$ cat src/rtl/mem_arb_pkg.sv
`default_nettype none
// ============================================================================
//  Module   : mem_arb_pkg
//  Brief    : Shared state encoding and width helper for the memory arbiter.
//  Revision : 1.0 - initial release
// ============================================================================
package mem_arb_pkg;

    typedef logic [1:0] state_t;

    localparam state_t c_IDLE   = 2'b00;
    localparam state_t c_ACCESS = 2'b01;
    localparam state_t c_DONE   = 2'b10;

    // Index width for n items, never narrower than one bit.
    function automatic int calc_gnt_width(input int n);
        return (n > 1) ? $clog2(n) : 1;
    endfunction

endpackage
`default_nettype wire

$ cat src/rtl/arb_pick.sv
`default_nettype none
// ============================================================================
//  Module   : arb_pick
//  Brief    : Combinational winner select; first set request at or above the
//             start pointer, wrapping upward.
//  Revision : 1.0 - initial release
// ============================================================================
module arb_pick #(
    parameter int CLIENT_CNT = 2,
    parameter int GNT_WIDTH  = 1
) (
    input  logic [CLIENT_CNT-1:0] i_req,
    input  logic [GNT_WIDTH-1:0]  i_start,
    output logic [GNT_WIDTH-1:0]  o_gnt,
    output logic                  o_valid
);

    logic [CLIENT_CNT-1:0] w_rot;
    int                    w_sum;

    // Bit k of the rotated vector is the request of client (start + k) mod N.
    assign w_rot   = CLIENT_CNT'({i_req, i_req} >> i_start);
    assign o_valid = |i_req;

    always_comb begin
        o_gnt = '0;
        w_sum = 0;
        for (int k = CLIENT_CNT - 1; k >= 0; k--) begin
            if (w_rot[k]) begin
                w_sum = int'(i_start) + k;
                if (w_sum >= CLIENT_CNT) begin
                    w_sum = w_sum - CLIENT_CNT;
                end
                o_gnt = GNT_WIDTH'(w_sum);
            end
        end
    end

endmodule
`default_nettype wire

$ cat src/rtl/mem_arbiter.sv
`default_nettype none
// ============================================================================
//  Module   : mem_arbiter
//  Brief    : Multi-client arbiter onto a single memory port with configurable
//             read latency. Define MEM_ARB_ROUND_ROBIN_EN for round-robin
//             grant; fixed lowest-index priority otherwise.
//  Revision : 1.0 - initial release
// ============================================================================
module mem_arbiter
    import mem_arb_pkg::*;
#(
    parameter int M_WIDTH     = 8,
    parameter int A_WIDTH     = 8,
    parameter int CLIENT_CNT  = 2,
    parameter int MEM_LATENCY = 1,
    parameter int GNT_WIDTH   = calc_gnt_width(CLIENT_CNT)
) (
    input  logic                          clk,
    input  logic                          rst,
    input  logic [CLIENT_CNT-1:0]         requests,
    input  logic [A_WIDTH*CLIENT_CNT-1:0] addrs,
    input  logic [CLIENT_CNT-1:0]         wes,
    input  logic [M_WIDTH*CLIENT_CNT-1:0] data_outs,
    output logic [CLIENT_CNT-1:0]         readies,
    output logic [M_WIDTH-1:0]            rdata,
    output logic [A_WIDTH-1:0]            mem_addr,
    output logic                          mem_we,
    output logic [M_WIDTH-1:0]            mem_wdata,
    input  logic [M_WIDTH-1:0]            mem_rdata,
    output logic                          busy,
    output logic [GNT_WIDTH-1:0]          gnt_id
);

    localparam int                   CNT_WIDTH  = calc_gnt_width(MEM_LATENCY);
    localparam logic [CNT_WIDTH-1:0] c_LAT_LOAD = CNT_WIDTH'(MEM_LATENCY - 1);

    state_t               r_state;
    state_t               w_state_nxt;
    logic [CNT_WIDTH-1:0] r_lat_cnt;
    logic                 r_is_wr;
    logic [GNT_WIDTH-1:0] w_pick_gnt;
    logic [GNT_WIDTH-1:0] w_start;
    logic                 w_pick_valid;
    logic                 w_grant;
    logic                 w_last_access;
    logic [A_WIDTH-1:0]   w_sel_addr;
    logic [M_WIDTH-1:0]   w_sel_wdata;
    logic                 w_sel_we;

    arb_pick #(
        .CLIENT_CNT (CLIENT_CNT),
        .GNT_WIDTH  (GNT_WIDTH)
    ) u_arb_pick (
        .i_req   (requests),
        .i_start (w_start),
        .o_gnt   (w_pick_gnt),
        .o_valid (w_pick_valid)
    );

`ifdef MEM_ARB_ROUND_ROBIN_EN
    logic [GNT_WIDTH-1:0] r_ptr;

    always_ff @(posedge clk) begin
        if (rst) begin
            r_ptr <= '0;
        end else if (w_grant) begin
            r_ptr <= (int'(w_pick_gnt) == CLIENT_CNT - 1) ? '0 : w_pick_gnt + GNT_WIDTH'(1);
        end
    end

    assign w_start = r_ptr;
`else
    assign w_start = '0;
`endif

    assign w_grant       = (r_state == c_IDLE) && w_pick_valid;
    // Writes occupy one ACCESS cycle; reads run until the counter drains.
    assign w_last_access = (r_state == c_ACCESS) && (r_is_wr || (r_lat_cnt == '0));
    assign busy          = (r_state != c_IDLE);

    always_comb begin
        w_sel_addr  = '0;
        w_sel_wdata = '0;
        w_sel_we    = 1'b0;
        for (int i = 0; i < CLIENT_CNT; i++) begin
            if (w_pick_gnt == GNT_WIDTH'(i)) begin
                w_sel_addr  = addrs[A_WIDTH*i +: A_WIDTH];
                w_sel_wdata = data_outs[M_WIDTH*i +: M_WIDTH];
                w_sel_we    = wes[i];
            end
        end
    end

    always_ff @(posedge clk) begin
        if (rst) begin
            r_state <= c_IDLE;
        end else begin
            r_state <= w_state_nxt;
        end
    end

    always_comb begin
        w_state_nxt = r_state;
        case (r_state)
            c_IDLE:   if (w_pick_valid)  w_state_nxt = c_ACCESS;
            c_ACCESS: if (w_last_access) w_state_nxt = c_DONE;
            c_DONE:   w_state_nxt = c_IDLE;
            default:  w_state_nxt = c_IDLE;
        endcase
    end

    always_ff @(posedge clk) begin
        if (rst) begin
            gnt_id    <= '0;
            mem_addr  <= '0;
            mem_wdata <= '0;
            mem_we    <= 1'b0;
            rdata     <= '0;
            r_lat_cnt <= '0;
            r_is_wr   <= 1'b0;
        end else begin
            mem_we <= 1'b0;
            if (w_grant) begin
                gnt_id    <= w_pick_gnt;
                mem_addr  <= w_sel_addr;
                mem_wdata <= w_sel_wdata;
                mem_we    <= w_sel_we;
                r_is_wr   <= w_sel_we;
                r_lat_cnt <= c_LAT_LOAD;
            end else if ((r_state == c_ACCESS) && !r_is_wr) begin
                if (r_lat_cnt == '0) begin
                    rdata <= mem_rdata;
                end else begin
                    r_lat_cnt <= r_lat_cnt - CNT_WIDTH'(1);
                end
            end
        end
    end

    generate
        for (genvar gi = 0; gi < CLIENT_CNT; gi++) begin : g_ready
            assign readies[gi] = (r_state == c_DONE) && (gnt_id == GNT_WIDTH'(gi));
        end
    endgenerate

endmodule
`default_nettype wire
$ cat config.mk
export PLATFORM = sky130hd
export DESIGN_NAME = mem_arbiter
export DESIGN_NICKNAME = d
export VERILOG_FILES = /design/src/rtl/mem_arb_pkg.sv /design/src/rtl/arb_pick.sv /design/src/rtl/mem_arbiter.sv
export SDC_FILE = /design/constraint.sdc
export NUM_CORES = 1
export LEC_CHECK = 0
export BUFFER_PORTS_ARGS = -buffer_cell sky130_fd_sc_hd__buf_4
export CORE_MARGIN = 2
export CORE_UTILIZATION = 39
export DETAILED_ROUTE_END_ITERATION = 16
export GPL_ROUTABILITY_DRIVEN = 0
export PLACE_DENSITY = 0.77
export SETUP_SLACK_MARGIN = 0.5
export SLEW_MARGIN = 20
export SYNTH_ARGS = -nofsm -noshare
export SYNTH_HDL_FRONTEND = slang
export SYNTH_SLANG_ARGS = --single-unit
export TNS_END_PERCENT = 10
$ cat constraint.sdc
create_clock -name clk -period 1.2 [get_ports clk]
set_clock_uncertainty 0.1 [all_clocks]
set_input_delay 0.3 -clock clk [delete_from_list [all_inputs] [get_ports clk]]
set_output_delay 0.3 -clock clk [all_outputs]
set_load 0.005 [all_outputs]
==> results.md, run 1 <==
* Status: finished with violations
* Failing checks: negative setup slack
* First-pass GRT wire length at 5.88 mm
* Fin area at 2200 µm²
* Max cap viols at 0
* Pin count of the biggest net entering global routing at 30
* Clk root buf: clkbuf_4
* Crit start category: flop
* Mapped Cells at 142
* FF+latch count, synth at 29
* Library cells used by synthesis at 23
* IO Count at 75
* Synth top area share at 44.1%
* Fin crit period at 1490 ps
* Diodes inserted at 0
* Grt total ovfl at 0
* CP required at 800 ps
* Relative slew slack at 76.4%
* Nets at 271
* Port-buffer cells at 74
* Commonest cells in the netlist: 34 x nand2_1, 29 x dfxtp_1, 18 x a21oi_1, 10 x nor2_1
* Initial antenna violation count at 0
* Crit path DAT at 1090 ps
* Row count at 21
* Post-synth ARST share at 0%
* Fin. Hold Viols at 0
* Syn_area_per_cell at 9.28 µm²
* Setup violators final at 27
* DP HPWL at 2.47 mm
* Drt wl/cell at 12.8 µm
* Die Wd at 62.1 µm
* Area occupied by multi-input gates at 671 µm²
* Clock Path Buffers at 2
* H-tree depth at 2
* Met1 Wirelength at 1.35 mm
* Pre-CTS WS at -152 ps
* Lkg Pwr at 0.972 nW
* DRT iter0 DRCs at 39
* Layout cell share with drive strength beyond 1 at 63.6%
* Register area share after synthesis at 44.1%
* Fillers at 274
* Crit share post-route at 124%
* First-pass DRT Iterations at 4
* Core Area at 3280 µm²
* Initial core utilization at 40.1%
* DR WL met3 at 267 µm
* Leading area contributor after synthesis: dfxtp_1
* Clock sinks at 29
* CTS tree: yes
* Peak VDD IR at 0.589 mV
* Min-Delay Path Class: in2reg
* Vias post-DR at 1315
* Cell area after synthesis at 1320 µm²
* Area Growth Syn to Fin at 67.1%
* Worst slew pin tran at 354 ps
* Top Metal Used: met4
* Die Y at 62.1 µm
* Met2 WL post-DR at 1.82 mm
* PwrDens at 1120 nW/µm²
* Clock edge transition at the registers on the reported setup and hold paths at 80 ps
* Post-DRT Antenna Nets at 0
* Largest cells by area after synthesis: dfxtp_1 44%, a311oi_2 10%, nand2_1 9.7%
* Worst setup EP type: output port
* Worst-skew pair later-pin latency at 320 ps
* Kind of critical path: reg2out
* Synth Net Count at 188
* Yosys Warn Count at 0
* DRT Wirelength at 3.48 mm
* RSZ-0062 raised after global routing: true
* Fmax achieved at 670 MHz
* Post-CTS Hold Fix Bufs at 0
* Placement Cell Area at 1950 µm²
* Main flop type after synthesis: dfxtp_1
* Top-count cell post-synth: nand2_1
* Reg area at 618 µm²
* Post-synth EDFFs at 0
* Crit Path Max Fanout at 3
* Fin. max-slew vios at 0
* Num CTS Buffers at 5
* Final worst setup slack at -293 ps
* Vias in the first global route at 1369
* DRC Markers at 0
* Routed vias/inst at 4.85
* Full die area at 3860 µm²
* Total global-route track usage at 19.3%
## where the power goes
group          switching, mW  internal, mW
Sequential            0.0720          1.07
Combinational          0.288         0.449
Clock                  0.308         0.276
## area by class of cell
type / count / share of cell area [%]
Sequential cell: 29 / 28.1
Timing Repair Buffer: 89 / 36.2
Clock buffer: 7 / 2.50
Inverter: 1 / 0.170
Tap cell: 46 / 2.61
Multi-Input combinational cell: 99 / 30.5
## registers in the layout (all words and copies together), names as in the netlist
register,flops
mem_wdata,8
gnt_id,1
mem_we,1
r_state,2
mem_addr,8
rdata,8
r_is_wr,1
## cells in the final DEF (no fill, tap or decap), types with 2 or more instances in the layout
| cell | count |
|---|---|
| a21oi_1 | 9 |
| a21oi_2 | 9 |
| a311oi_1 | 7 |
| a311oi_2 | 9 |
| buf_4 | 57 |
| buf_6 | 31 |
| clkbuf_4 | 5 |
| dfxtp_1 | 3 |
| dfxtp_2 | 24 |
| dfxtp_4 | 2 |
| mux2i_1 | 9 |
| nand2_1 | 34 |
| nor2_1 | 10 |
| nor2_4 | 2 |
| nor3b_1 | 2 |
## per-stage QoR
stage | hold WS, ps | TNS (ps) | utilization, % | power, mW | cells
after CTS | 94.7 | -1720 | 64.5 | 2.45 | 271
after global placement | 376 | -2560 | 59.4 | 1.76 | 261
after detailed placement | 385 | -2650 | 59.4 | 1.77 | 261
final | 111 | -1570 | 67.0 | 2.46 | 271
after global routing | 101 | -4350 | 67.0 | 2.61 | 271
after floorplan | 325 | 0 | - | 1.48 | 142
## path summary, 6_finish.rpt
check	from	end	slack (ps)	depth (start not counted)
max	r_state[1]$_SDFFE_PP0P_	readies[1]	-290	3
min	mem_rdata[6]	rdata[6]$_SDFFE_PP0P_	110	3
max reg2reg	r_state[0]$_SDFFE_PP0P_	rdata[1]$_SDFFE_PP0P_	-80	4
min reg2reg	rdata[7]$_SDFFE_PP0P_	rdata[7]$_SDFFE_PP0P_	400	2
## what timing repair did
item / 4_1_cts / 5_1_grt
endpoints found under the setup margin: 58 / 58
pin swaps: 2 / 1
gates resized for setup: 26 / 35
cloned: 0 / 0
buffers inserted: 3 / 0
## logic make-up after synthesis
kind of cell | share of synthesized area, %
flip-flops | 44.1
buffers and inverters | 8.36
AO/OA/AOI/OAI | 22.7
multiplexers | 6.84
AND/OR/NAND/NOR | 18.0
## layer usage
layer | GRT usage (%) | up-vias
met3 | 5.98 | 2
met2 | 35.7 | 46
met5 | 0 | -
li1 | - | 667
met4 | 10.0 | 0
met1 | 19.4 | 600
## worst max-delay path: stages (launching register included)
cell and delay [ps]:
dfxtp_4 370, buf_6 110, and3b_1 160, buf_4 130
Note: power is estimated with default switching activity, not from simulation.
==> inputs of run 2 (changes only) <==
--- a/config.mk
+++ b/config.mk
@@ -7,10 +7,10 @@
 export LEC_CHECK = 0
 export BUFFER_PORTS_ARGS = -buffer_cell sky130_fd_sc_hd__buf_4
 export CORE_MARGIN = 2
-export CORE_UTILIZATION = 39
+export CORE_UTILIZATION = 46
 export DETAILED_ROUTE_END_ITERATION = 16
 export GPL_ROUTABILITY_DRIVEN = 0
-export PLACE_DENSITY = 0.77
+export PLACE_DENSITY = 0.85
 export SETUP_SLACK_MARGIN = 0.5
 export SLEW_MARGIN = 20
 export SYNTH_ARGS = -nofsm -noshare
==> constraint.sdc (replaced) <==
create_clock -name clk -period 1.9 [get_ports clk]
set_clock_uncertainty 0.1 [all_clocks]
set_input_delay 0.475 -clock clk [delete_from_list [all_inputs] [get_ports clk]]
set_output_delay 0.475 -clock clk [all_outputs]
set_load 0.005 [all_outputs]
==> run 2 against run 1 <==
The run now ends clean. Die area decreased by 14%. Worst hold slack improved by 170 ps. Largest cell class is now multi-input combinational cells. Sequential share of layout area increased by 2.8 points. Clock power decreased by 36%. Via count decreased by 1.1%. Setup slack improved by 600 ps. Combinational power decreased by 50%. Utilization increased by 2.7 points. Largest power group unchanged. Sequential power decreased by 39%.
==> results.md, run 2 (same netlist as run 1, synthesis figures left out) <==
* PwrDens at 759 nW/µm² (-32%)
* Sw Ratio at 27.7% (+0.60 points)
* Switching power of the nets at 0.402 mW (-40%)
* Relative slew slack at 60.7% (-16 points)
* Post-CTS Hold Fix Bufs at 0 (unchanged)
* RSZ-0062 raised after global routing: true
* DRT iter0 DRCs at 13 (-67%)
* Vias in the first global route at 1273 (-7.0%)
* Vias post-DR at 1301 (-1.1%)
* Setup violators final at 0 (-100%)
* Min-Delay Path Class: in2reg
* Num CTS Buffers at 5 (unchanged)
* Crit-path cells: and3b_1 -> buf_4
* Full die area at 3310 µm² (-14%)
* Met2 GRT Util at 36.5% (+0.79 points)
* Worst setup EP type: output port
* CP required at 1320 ps (+520 ps)
* Lkg Pwr at 0.874 nW (-10%)
* DRT Wirelength at 3.27 mm (-6.0%)
* CTS tree: yes
* Drt wl/cell at 13.3 µm (+3.9%)
* Status: complete, no violations
* P_int at 1.05 mW (-42%)
* R2R setup slack at 510 ps (+590 ps)
* Fin. max-slew vios at 0 (unchanged)
* Core Area at 2730 µm² (-17%)
* Nets at 260 (-4.1%)
* Post-route setup TNS at 0 ps (+1570 ps)
* Crit-path slowest cell: dfxtp_4
* Clock Path Buffers at 2 (unchanged)
* Post-CTS Setup Bufs at 0 (-3)
* Fin. Hold Viols at 0 (unchanged)
* Max cap viols at 0 (unchanged)
* Worst slew pin tran at 589 ps (+235 ps)
* Clock sinks at 29 (unchanged)
* Crit path max-delay family: flip-flops
* DRC Markers at 0 (unchanged)
* Die Y at 57.5 µm (-7.4%)
* Final worst setup slack at 312 ps (+605 ps)
* Fin crit period at 1590 ps
* Crit start category: flop
* Total global-route track usage at 21.1% (+1.8 points)
* Commonest non-fill, non-tap cell in the layout: buf_4
* Fin util at 69.8% (+2.7 points)
* Clock edge transition at the registers on the reported setup and hold paths at 80 ps (about the same)
* Sequential cell fraction of total power at 48.4% (+2.0 points)
* Met1 track demand over resource at 22.3% (+3.0 points)
* Clk root buf: clkbuf_4
* GR peak layer: met2
* Fin area at 1910 µm² (-13%)
* DP HPWL at 2.41 mm (-2.3%)
* Initial antenna violation count at 0 (unchanged)
* Biggest regs: mem_addr: 8 flops, mem_wdata: 8 flops, rdata: 8 flops
* Met3 Use GR at 9.98% (+4.0 points)
* First-pass DRT Iterations at 4 (unchanged)
* Placement Cell Area at 1840 µm² (-5.8%)
* First-pass GRT wire length at 5.31 mm (-9.6%)
* Initial core utilization at 48.2% (+8.1 points)
* Bufs and invs on worst path at 1 (-1)
* Combinational group share of total power at 25.7% (-4.2 points)
* Crit Path Max Fanout at 5 (+2)
* Clk pwr share at 26.0% (+2.3 points)
* IO Count at 75 (unchanged)
* Die Wd at 57.5 µm (-7.4%)
* H-tree depth at 2 (unchanged)
* Pre-CTS WS at 213 ps (+365 ps)
* Diodes inserted at 0 (unchanged)
* Routed vias/inst at 5.31 (+9.4%)
* Crit-path max cell delay at 380 ps (about the same)
* Port-buffer cells at 74 (unchanged)
* Pin count of the biggest net entering global routing at 30 (unchanged)
* Crit path DAT at 1010 ps (-80 ps)
* Worst-skew pair later-pin latency at 320 ps (about the same)
* Grt total ovfl at 0 (unchanged)
* Layout cell share with drive strength beyond 1 at 46.3% (-17 points)
* Worst Hold Slack at 281 ps (+170 ps)
* Row count at 19 (-9.5%)
* Kind of critical path: reg2out
* Crit share post-route at 83.6%
* Peak VDD IR at 0.533 mV (-9.4%)
* Most frequent cells in the layout: 78 x buf_4, 34 x nand2_1, 27 x dfxtp_1, 18 x a21oi_1, 10 x nor2_1
* Area Growth Syn to Fin at 44.8%
* Fmax achieved at 630 MHz
* Post-DRT Antenna Nets at 0 (unchanged)
## run 2: worst min-delay path, cell delays in order
cell,delay [ps]
buf_4,80
mux2i_1,50
nor2_1,70
## run 2: timing repair
action,4_1_cts,5_1_grt
endpoints found under the setup margin,5,32
endpoints found under the hold margin,0,0
resized for setup,5,1
## run 2: path summary, 6_finish.rpt
kind	from	end	depth (start not counted)
max	r_state[0]$_SDFFE_PP0P_	readies[1]	2
min	mem_rdata[1]	rdata[1]$_SDFFE_PP0P_	3
max reg2reg	r_state[0]$_SDFFE_PP0P_	mem_wdata[7]$_SDFFE_PP0P_	4
min reg2reg	r_state[1]$_SDFFE_PP0P_	r_state[1]$_SDFFE_PP0P_	1
## run 2: layout make-up
type | count | area [µm²]
fillers | 218 | 826
clock buffers | 7 | 55.1
multi-input cells | 99 | 637
inverters | 1 | 3.75
repair buffers | 78 | 586
flip-flops and latches | 29 | 588
well taps | 31 | 38.8
## run 2: per-layer routing
metal,vias up,share of wire (%)
met5,-,0
met1,595,39
li1,641,-
met4,0,1.5
met3,5,11
met2,60,48
## run 2: stage by stage
stage          total power [mW]  instances
2_1_floorplan             0.914        142
3_3_place_gp               1.07        238
3_5_place_dp               1.09        238
4_1_cts                    1.46        245
5_1_grt                    1.52        245
6_report                   1.45        245
## run 2: power groups by stage
| stage | combinational [mW] | sequential (mW) | clock, mW |
|---|---|---|---|
| 2_1_floorplan | 0.200 | 0.714 | 0 |
| 3_3_place_gp | 0.362 | 0.710 | 0 |
| 3_5_place_dp | 0.373 | 0.712 | 0 |
| 4_1_cts | 0.375 | 0.702 | 0.386 |
| 5_1_grt | 0.406 | 0.709 | 0.406 |
| 6_report | 0.372 | 0.700 | 0.376 |
